<file path="config.mk">
export PLATFORM = sky130hd
export DESIGN_NAME = dice_roll_engine
export DESIGN_NICKNAME = d
export VERILOG_FILES = /design/src/rtl/dice_pkg.sv /design/src/rtl/die_sampler.sv /design/src/rtl/dice_roll_engine.sv
export SDC_FILE = /design/constraint.sdc
export NUM_CORES = 1
export LEC_CHECK = 0
export BUFFER_PORTS_ARGS = -buffer_cell sky130_fd_sc_hd__buf_4
export CORE_ASPECT_RATIO = 1.25
export CORE_MARGIN = 2
export CORE_UTILIZATION = 56
export CTS_CLUSTER_DIAMETER = 150
export DETAILED_ROUTE_END_ITERATION = 12
export MAX_ROUTING_LAYER = met4
export PLACE_DENSITY = 0.79
export RECOVER_POWER = 100
export SYNTH_ARGS = -nofsm -noshare
export SYNTH_HDL_FRONTEND = slang
export SYNTH_SLANG_ARGS = --single-unit
</file>
<file path="constraint.sdc">
create_clock -name clk -period 3.5 [get_ports clk]
set_input_delay 0 -clock clk [delete_from_list [all_inputs] [get_ports clk]]
set_output_delay 0 -clock clk [all_outputs]
set_load 0.01 [all_outputs]
</file>
<file path="src/rtl/dice_pkg.sv">
// Shared definitions for the dice roll engine: FSM state codes, the default
// face table and the helpers that turn a one-hot die select into face/mask.
package dice_pkg;

    // Upper bound on die types the helper functions can handle.
    localparam int DIE_MAX = 16;

    // FSM state codes.
    localparam logic [1:0] ST_IDLE = 2'd0;
    localparam logic [1:0] ST_DRAW = 2'd1;
    localparam logic [1:0] ST_DONE = 2'd2;

    // Default face table, entry 0 in the LSB byte (D4 .. D20).
    localparam logic [47:0] DEF_FACE_LIST = {8'd20, 8'd12, 8'd10, 8'd8, 8'd6, 8'd4};

    // Default abort threshold for consecutive rejected samples.
    localparam int DEF_MAX_REJECT = 16;

    // Ceiling log2 of a face count (valid for 1..128): the mask width needed
    // so that every face value 0..v-1 is representable.
    function automatic logic [3:0] clog2_face(input logic [7:0] v);
        logic [3:0] n;
        n = 4'd0;
        for (int i = 0; i < 8; i++) begin
            if ((9'd1 << i) < {1'b0, v}) begin
                n = 4'(i + 1);
            end else begin
                n = n;
            end
        end
        return n;
    endfunction

    // Face count selected by a one-hot die select.
    function automatic logic [7:0] face_of(input logic [DIE_MAX*8-1:0] list,
                                           input logic [DIE_MAX-1:0]   sel);
        logic [7:0] f;
        f = 8'd0;
        for (int i = 0; i < DIE_MAX; i++) begin
            if (sel[i]) begin
                f = list[i*8 +: 8];
            end else begin
                f = f;
            end
        end
        return f;
    endfunction

    // True when exactly one bit of the select is set.
    function automatic logic is_onehot(input logic [DIE_MAX-1:0] v);
        logic [4:0] n;
        n = 5'd0;
        for (int i = 0; i < DIE_MAX; i++) begin
            n = n + 5'(v[i]);
        end
        return (n == 5'd1);
    endfunction

endpackage

</file>
<file path="src/rtl/die_sampler.sv">
// Mask-and-reject sampler: masks a raw random word to the die's bit width,
// accepts it when below the face count and counts consecutive rejects,
// flagging an abort when the reject limit is hit.
module die_sampler
    import dice_pkg::*;
#(
    parameter int RAND_W     = 7,
    parameter int MAX_REJECT = DEF_MAX_REJECT
) (
    input  logic              clk,
    input  logic              reset,
    input  logic              clear,
    input  logic              active,
    input  logic [RAND_W-1:0] rand_word,
    input  logic              rand_valid,
    input  logic [7:0]        face,
    input  logic [3:0]        mask_w,
    output logic              accept,
    output logic [7:0]        value,
    output logic              abort
);

    localparam int CW = $clog2(MAX_REJECT + 1);

    logic [CW-1:0]     reject_cnt;
    logic [RAND_W-1:0] mask;
    logic [RAND_W-1:0] r;
    logic              hit;
    logic              in_range;
    logic              reject;

    // Mask the sample, compare against the face count and decide accept/reject.
    always_comb begin
        mask     = ~({RAND_W{1'b1}} << mask_w);
        r        = rand_word & mask;
        hit      = active && rand_valid;
        in_range = (16'(r) < 16'(face));
        accept   = hit && in_range;
        reject   = hit && !in_range;
        value    = 8'(r) + 8'd1;
        abort    = reject && (reject_cnt == CW'(MAX_REJECT - 1));
    end

    // Consecutive-reject counter; restarts on new request, accept or abort.
    always_ff @(posedge clk) begin
        if (reset) begin
            reject_cnt <= '0;
        end else if (clear || accept || abort) begin
            reject_cnt <= '0;
        end else if (reject) begin
            reject_cnt <= reject_cnt + CW'(1);
        end else begin
            reject_cnt <= reject_cnt;
        end
    end

endmodule

</file>
<file path="src/rtl/dice_roll_engine.sv">
// Dice roll engine: accepts a roll request (die type + count), draws random
// words until enough unbiased die values are accepted, sums them and hands
// the total to the downstream stage over a valid/ready handshake.
module dice_roll_engine
    import dice_pkg::*;
#(
    parameter int                     NUM_DIE    = 6,
    parameter logic [NUM_DIE*8-1:0]   FACE_LIST  = DEF_FACE_LIST,
    parameter int                     RAND_W     = 7,
    parameter int                     MAX_COUNT  = 4,
    parameter int                     CNT_W      = 3,
    parameter int                     SUM_W      = 7,
    parameter int                     MAX_REJECT = DEF_MAX_REJECT
) (
    input  logic               clk,
    input  logic               reset,
    input  logic               i_req,
    input  logic [NUM_DIE-1:0] i_die_sel,
    input  logic [CNT_W-1:0]   i_count,
    output logic               o_busy,
    output logic               o_rand_req,
    input  logic [RAND_W-1:0]  i_rand,
    input  logic               i_rand_valid,
    output logic [7:0]         o_die_roll,
    output logic               o_die_strobe,
    output logic [SUM_W-1:0]   o_result,
    output logic               o_valid,
    input  logic               i_ready,
    output logic               o_error
);

    logic [1:0]             state;
    logic [7:0]             face;
    logic [3:0]             mask_w;
    logic [CNT_W-1:0]       remaining;
    logic [SUM_W-1:0]       sum;
    logic [SUM_W-1:0]       sum_next;
    logic [DIE_MAX*8-1:0]   list_ext;
    logic [DIE_MAX-1:0]     sel_ext;
    logic [7:0]             sel_face;
    logic                   req_ok;
    logic                   accept;
    logic                   abort;
    logic [7:0]             value;

    // Decode the incoming request and the running sum after this sample.
    always_comb begin
        list_ext = (DIE_MAX*8)'(FACE_LIST);
        sel_ext  = DIE_MAX'(i_die_sel);
        sel_face = face_of(list_ext, sel_ext);
        req_ok   = (state == ST_IDLE) && i_req && is_onehot(sel_ext)
                   && (i_count >= CNT_W'(1)) && (i_count <= CNT_W'(MAX_COUNT));
        sum_next = sum + SUM_W'(value);
    end

    die_sampler #(
        .RAND_W     (RAND_W),
        .MAX_REJECT (MAX_REJECT)
    ) u_sampler (
        .clk        (clk),
        .reset      (reset),
        .clear      (req_ok),
        .active     (state == ST_DRAW),
        .rand_word  (i_rand),
        .rand_valid (i_rand_valid),
        .face       (face),
        .mask_w     (mask_w),
        .accept     (accept),
        .value      (value),
        .abort      (abort)
    );

    // Roll FSM with count/sum bookkeeping and registered handshake outputs.
    always_ff @(posedge clk) begin
        if (reset) begin
            state        <= ST_IDLE;
            face         <= 8'd0;
            mask_w       <= 4'd0;
            remaining    <= '0;
            sum          <= '0;
            o_busy       <= 1'b0;
            o_rand_req   <= 1'b0;
            o_die_roll   <= 8'd0;
            o_die_strobe <= 1'b0;
            o_result     <= '0;
            o_valid      <= 1'b0;
            o_error      <= 1'b0;
        end else begin
            o_die_strobe <= 1'b0;
            case (state)
                ST_IDLE: begin
                    if (req_ok) begin
                        face       <= sel_face;
                        mask_w     <= clog2_face(sel_face);
                        remaining  <= i_count;
                        sum        <= '0;
                        o_error    <= 1'b0;
                        o_busy     <= 1'b1;
                        o_rand_req <= 1'b1;
                        state      <= ST_DRAW;
                    end else begin
                        state <= ST_IDLE;
                    end
                end
                ST_DRAW: begin
                    if (accept) begin
                        o_die_roll   <= value;
                        o_die_strobe <= 1'b1;
                        sum          <= sum_next;
                        remaining    <= remaining - CNT_W'(1);
                        if (remaining == CNT_W'(1)) begin
                            o_result   <= sum_next;
                            o_valid    <= 1'b1;
                            o_rand_req <= 1'b0;
                            state      <= ST_DONE;
                        end else begin
                            state <= ST_DRAW;
                        end
                    end else if (abort) begin
                        o_error    <= 1'b1;
                        o_busy     <= 1'b0;
                        o_rand_req <= 1'b0;
                        state      <= ST_IDLE;
                    end else begin
                        state <= ST_DRAW;
                    end
                end
                ST_DONE: begin
                    if (i_ready) begin
                        o_valid <= 1'b0;
                        o_busy  <= 1'b0;
                        state   <= ST_IDLE;
                    end else begin
                        state <= ST_DONE;
                    end
                end
                default: begin
                    o_valid    <= 1'b0;
                    o_busy     <= 1'b0;
                    o_rand_req <= 1'b0;
                    state      <= ST_IDLE;
                end
            endcase
        end
    end

endmodule

</file>
== After elaboration in Yosys (flattened, before gate mapping) ==
Index checks and enable logic that the tools add are counted.

* $add $sub $neg: 9
* Reduce and logical (&&, ||, !) cells: 23
* Shift-type cells: 1
* Order comparisons: 11
* Bitwise gates (word level): 5
* Muxes and demuxes: 42
* Eq/ne operators: 13

{| class="wikitable"
|+ Operators by type and width
! cell !! number
|-
| $mux 8 || 5
|-
| $mux 4 || 7
|-
| $reduce_and 4->1 || 4
|-
| $mux 1 || 15
|-
| $mux 7 || 2
|-
| $pmux 7 s2 || 1
|-
| $ne 2x2->1 const B || 5
|-
| $mux 3 || 3
|-
| $pmux 1 s3 || 3
|-
| $add 7x1->8 const B || 1
|-
| $logic_and 1x1->1 || 8
|-
| $lt 1x8->1 const A || 1
|-
| $lt 2x8->1 const A || 1
|-
| $lt 3x8->1 const A || 1
|-
| $lt 4x8->1 const A || 1
|-
| $lt 5x8->1 const A || 1
|-
| $lt 6x8->1 const A || 1
|-
| $lt 7x8->1 || 1
|-
| $lt 7x8->1 const A || 1
|-
| $lt 8x8->1 const A || 1
|-
| $add 7x7->7 || 1
|-
| $and 7x7->7 || 1
|-
| $not 7->7 || 1
|-
| $shl 7x4->7 const A || 1
|-
| other kinds (28) || 37
|}

* Logic and storage cells: 117
* Bits of input ports: 21
* Output and inout bits: 20
* Flip-flop bits (word level): 49

== Longest topological paths before layout ==
* Depth in word-level cells: 15
* Depth in mapped cells: 13

== Modules after synthesis ==
A second synthesis with hierarchy kept.

* Cell total of the unflattened synthesis: 307
* Area, all modules: 2575.0 µm²

{| class="wikitable"
|+ By module, submodules not included
! module !! area an instance (µm²) !! cells an instance !! seq. area each (µm²) !! instances
|-
| dice_roll_engine || 1893.1 || 217 || 780.7 || 1
|-
| die_sampler || 681.9 || 90 || 100.1 || 1
|}

== Worst setup path after synthesis ==
No wires, ideal clock.

* Kind: input port to flip-flop
* Start: input port i_die_sel[0]
* End: register sum[2]
* Data required time: 3.372 ns
* Stages on the path: 13
* Setup time: 0.128 ns
* Path buffers: 2
* Path slack: 0.721 ns
* Arrival time: 2.651 ns
* Cells stage by stage: inv_1 > fa_1 > fa_1 > inv_1 > ha_1 > fa_1 > nor2_1 > and3_1 > clkbuf_1 > a21o_1 > buf_4 > mux2i_1 > nor2_1

* Cells in the longest elaborated chain, start to end: 11

{| class="wikitable"
|+ RTL lines
! element !! line !! text
|-
| start: declaration || dice_roll_engine.sv:18 || <nowiki>input logic [NUM_DIE-1:0] i_die_sel,</nowiki>
|-
| $add 1x1->2 || dice_pkg.sv:54 || <nowiki>n = n + 5'(v[i]);</nowiki>
|-
| $add 2x1->3 || dice_pkg.sv:54 ||
|-
| $add 3x1->4 || dice_pkg.sv:54 ||
|-
| $add 4x1->5 || dice_pkg.sv:54 ||
|-
| $add 5x1->5 || dice_pkg.sv:54 ||
|-
| $eq 5x1->1 || dice_pkg.sv:56 || <nowiki>return (n == 5'd1);</nowiki>
|-
| $logic_and 1x1->1 || dice_roll_engine.sv:51 || <nowiki>req_ok = (state == ST_IDLE) && i_req && is_onehot(sel_ext)</nowiki>
|-
| $logic_and 1x1->1 (2 in a row) || dice_roll_engine.sv:52 || <nowiki>&& (i_count >= CNT_W'(1)) && (i_count <= CNT_W'(MAX_COUNT));</nowiki>
|-
| $ne 2x1->1 (no source line) || - ||
|-
| $reduce_and 3->1 (no source line) || - ||
|-
| end signal: assignment || dice_roll_engine.sv:109 || <nowiki>sum <= sum_next;</nowiki>
|-
| end: declaration || dice_roll_engine.sv:36 || <nowiki>logic [SUM_W-1:0] sum;</nowiki>
|}

No other way between the ends.
A chain may end at the register's enable or synchronous reset.

== Final worst setup path ==
* Start: input port i_die_sel[5]
* End: register sum[2]

* Cells in the longest elaborated chain, start to end: 7

{| class="wikitable"
|+ RTL lines
! element !! line
|-
| $add 5x1->5 || dice_pkg.sv:54
|-
| $eq 5x1->1 || dice_pkg.sv:56
|-
| $logic_and 1x1->1 || dice_roll_engine.sv:51
|-
| $logic_and 1x1->1 (2 in a row) || dice_roll_engine.sv:52
|-
| $ne 2x1->1 (no source line) || -
|-
| $reduce_and 3->1 (no source line) || -
|}

No other way between the ends.

==> flow_metrics.env <==
export IMPL_synth_edf_count=0
export IMPL_tightest_slew_ns=0.7996
export IMPL_rsz0062_at_grt="false"
export IMPL_grtUsageTotal_pct=24.83
export IMPL_r2r_setup_slack_ns=0.61
export IMPL_syn_to_final_growth_pct=11.43
export IMPL_nets=381
export IMPL_syn_nets=345
export IMPL_start_util_pct=58.32
export IMPL_dr_total_vias=2255
export IMPL_synthArstFlopShare_pct=0
export IMPL_h_tree_depth=2
export IMPL_syn_inst=304
export IMPL_status="completed"
export IMPL_synth_top_area_share_pct=34.39
export IMPL_drc=0
export IMPL_post_cts_buffers=0
export IMPL_setup_viol=0
export IMPL_yosysWarnings=0
export IMPL_period_needed_ns=2.986
export IMPL_synth_top_area_cell="dfxtp_1"
export IMPL_drive_above_1_share_pct=10.56
export IMPL_drv_cap=0
export IMPL_drtAntennaViolNets=0
export IMPL_irDropWorstVdd_v=0.0002695
export IMPL_clk_pin_slew_ns=0.08
export IMPL_antenna_cells=0
export IMPL_busiest_layer="met2"
export IMPL_gr_total_overflow=0
export IMPL_finalPower_mw=0.9943
export IMPL_fmax_ghz=0.3349
export IMPL_ys_flop_type="dfxtp_1"
export IMPL_max_slew_margin_pct=46.40
export IMPL_synth_seq_area_share_pct=34.39
export IMPL_clock_latency_ns=0.30
export IMPL_final_max_slew_violation_count=0
export IMPL_grtUsageMet2_pct=40.31
export IMPL_hp_class="input port to flip-flop"
export IMPL_hold_violations=0
export IMPL_rows=27
export IMPL_viasPerCell=5.652
export IMPL_synth_top_cells_by_count="44 x dfxtp_1, 44 x nand2_1, 31 x a21oi_1"
export IMPL_fin_tns_setup_ns=0
export IMPL_cts_tree="yes"
export IMPL_yosysUniqueCellTypes=54
export IMPL_die_w_um=64.49
export IMPL_dp_hpwl_mm=4.141
export IMPL_power_density_mw_per_mm2=348.4
export IMPL_place_congestion=0.8684
export IMPL_drtPass1Iterations=4
export IMPL_timing_final_crit_share_pct=85.31
export IMPL_grt_antenna_before_repair=0
export IMPL_syn_area_per_cell_um2=8.425
export IMPL_grtUsageMet3_pct=4.513
export IMPL_cp_arrival_ns=3.17
export IMPL_fp_dieArea_mm2=0.005134
export IMPL_design_area_mm2=0.002854
export IMPL_use_met1_pct=29.12
export IMPL_wire_per_inst_um=13.82
export IMPL_core_area_mm2=0.004392
export IMPL_grt_pass1_wl_mm=9.694
export IMPL_die_h_um=79.61
export IMPL_endpoint_kind="flip-flop"
export IMPL_ioPinCount=41
export IMPL_clock_skew_ns=0.004417
export IMPL_portBuffers=40
export IMPL_cts_resized=0
export IMPL_grt_max_degree=42
export IMPL_drt_initial_drc_count=87
export IMPL_numCtsBuffers=5
export IMPL_synth_area_mm2=0.002561
export IMPL_cts_buffer_depth=2
export IMPL_drt_wl_total_mm=5.516
export IMPL_path_class="input port to flip-flop"
export IMPL_timing_critical_path_from_type="input port"
export IMPL_root_buffer="clkbuf_8"
export IMPL_p_leak_nw=1.097
export IMPL_clock_sinks=44
export IMPL_worst_ep_required_time_ns=3.68
export IMPL_dpl_cell_area_mm2=0.002851
export IMPL_holdBufCountCts=2
export IMPL_ys_ff_latch=44
export IMPL_grt_pass1_vias=2224
export IMPL_cp_max_fo=10
export IMPL_synth_area_top_cells="dfxtp_1 34%, ha_1 7.8%, nand2_1 6.4%, a21oi_1 6.1%, nor2_1 3.5%"
==> cells in the final DEF (no fill, tap or decap), types with 2 or more instances in the layout <==
| master | synthesis | layout |
|---|---|---|
| nor2_1 | 24 | 24 |
| a21oi_1 | 31 | 31 |
| fa_1 | 4 | 4 |
| nor4_1 | 3 | 3 |
| buf_4 | 4 | 19 |
| xnor2_1 | 9 | 9 |
| o211ai_1 | 2 | 2 |
| a211oi_1 | 5 | 6 |
| o2111ai_1 | 2 | 2 |
| xor2_1 | 2 | 2 |
| nand2_1 | 44 | 44 |
| dlygate4sd3_1 | 0 | 2 |
| mux2i_1 | 3 | 3 |
| or3_1 | 4 | 4 |
| inv_1 | 20 | 20 |
| clkbuf_1 | 7 | 24 |
| a21o_1 | 4 | 4 |
| o21bai_1 | 1 | 2 |
| dfxtp_1 | 44 | 44 |
| o21ai_0 | 6 | 6 |
| a221oi_1 | 2 | 2 |
| nand2b_1 | 3 | 3 |
| or4_1 | 2 | 2 |
| and3_1 | 3 | 3 |
| nor3_2 | 3 | 4 |
| nor3_1 | 6 | 6 |
| nand4_1 | 5 | 5 |
| ha_1 | 16 | 16 |
| o21a_4 | 2 | 2 |
| nor2b_1 | 3 | 3 |
| clkbuf_8 | 0 | 5 |
| a31oi_1 | 2 | 2 |
| nand3_1 | 11 | 12 |
| nor3b_1 | 2 | 2 |
==> per-layer routing <==
metal	vias to the layer above	share of wire [%]
li1	1137	-
met1	1061	43
met2	42	50
met3	15	3.6
met4	0	3.2
met5	-	0
==> path summary, 6_finish.rpt <==
kind                                           startpoint                                    to  depth (start not counted)
worst min register to register  remaining[1]$_SDFFE_PP0P_             remaining[1]$_SDFFE_PP0P_                          2
worst max register to register     mask_w[1]$_SDFFE_PP0P_  u_sampler.reject_cnt[4]$_SDFFE_PP0P_                         10
worst max-delay path                         i_die_sel[5]                   sum[2]$_SDFFE_PP0P_                         12
worst min-delay path                              i_ready                  o_valid$_SDFFE_PP0P_                          4
==> sequential cells by signal, summed over array words and instances, names as in the netlist <==
signal,count
o_die_roll,8
o_result,7
sum,7
u_sampler.reject_cnt,5
face,4
mask_w,3
remaining,3
state,2
o_busy,1
o_die_strobe,1
o_error,1
o_rand_req,1
o_valid,1
==> final cells by class <==
class	count	area [um2]
Sequential cell	44	880.8
Clock buffer	7	76.32
Multi-Input combinational cell	226	1495
Timing Repair Buffer	43	245.2
Tap cell	58	72.57
Inverter	20	75.07
Fill cell	413	1538
Clock inverter	1	8.758
==> through the flow <==
step | cells | hold WS (ns) | setup slack, ns | utilization, %
after detailed placement | 389 | 0.3098 | 0.4456 | 64.93
after global routing | 399 | 0.05086 | 0.2212 | 64.99
final | 399 | 0.009808 | 0.5140 | 64.99
after CTS | 399 | 0.007424 | 0.6785 | 67.32
after floorplan | 304 | 0.1728 | 0.7215 | -
after global placement | 389 | 0.2996 | 0.5161 | 64.93
==> worst max-delay path: stages <==
cell and delay [ns]:
dlygate4sd3_1 0.52, clkbuf_1 0.27, inv_1 0.10, fa_1 0.51
inv_1 0.04, ha_1 0.18, fa_1 0.43, nor2_1 0.13
and3_1 0.40, a21o_1 0.28, mux2i_1 0.24, nor2_1 0.06
==> power by group <==
part	total [mW]	internal, mW	leakage (nW)	switching [mW]
Clock	0.312	0.143	0.0424	0.170
Sequential	0.521	0.510	0.355	0.0109
Combinational	0.161	0.0667	0.700	0.0948
Total	0.994	0.719	1.10	0.275
==> cell families after synthesis <==
group | count (synthesis) | synth area share (%)
multiplexers | 3 | 1.172
XOR/XNOR | 11 | 3.762
AO/OA/AOI/OAI | 71 | 19.69
flip-flops | 44 | 34.39
buffers and inverters | 34 | 6.449
adder cells (fa/ha/maj) | 20 | 10.94
AND/OR/NAND/NOR | 121 | 23.60
(Power assumes the default switching activity.)
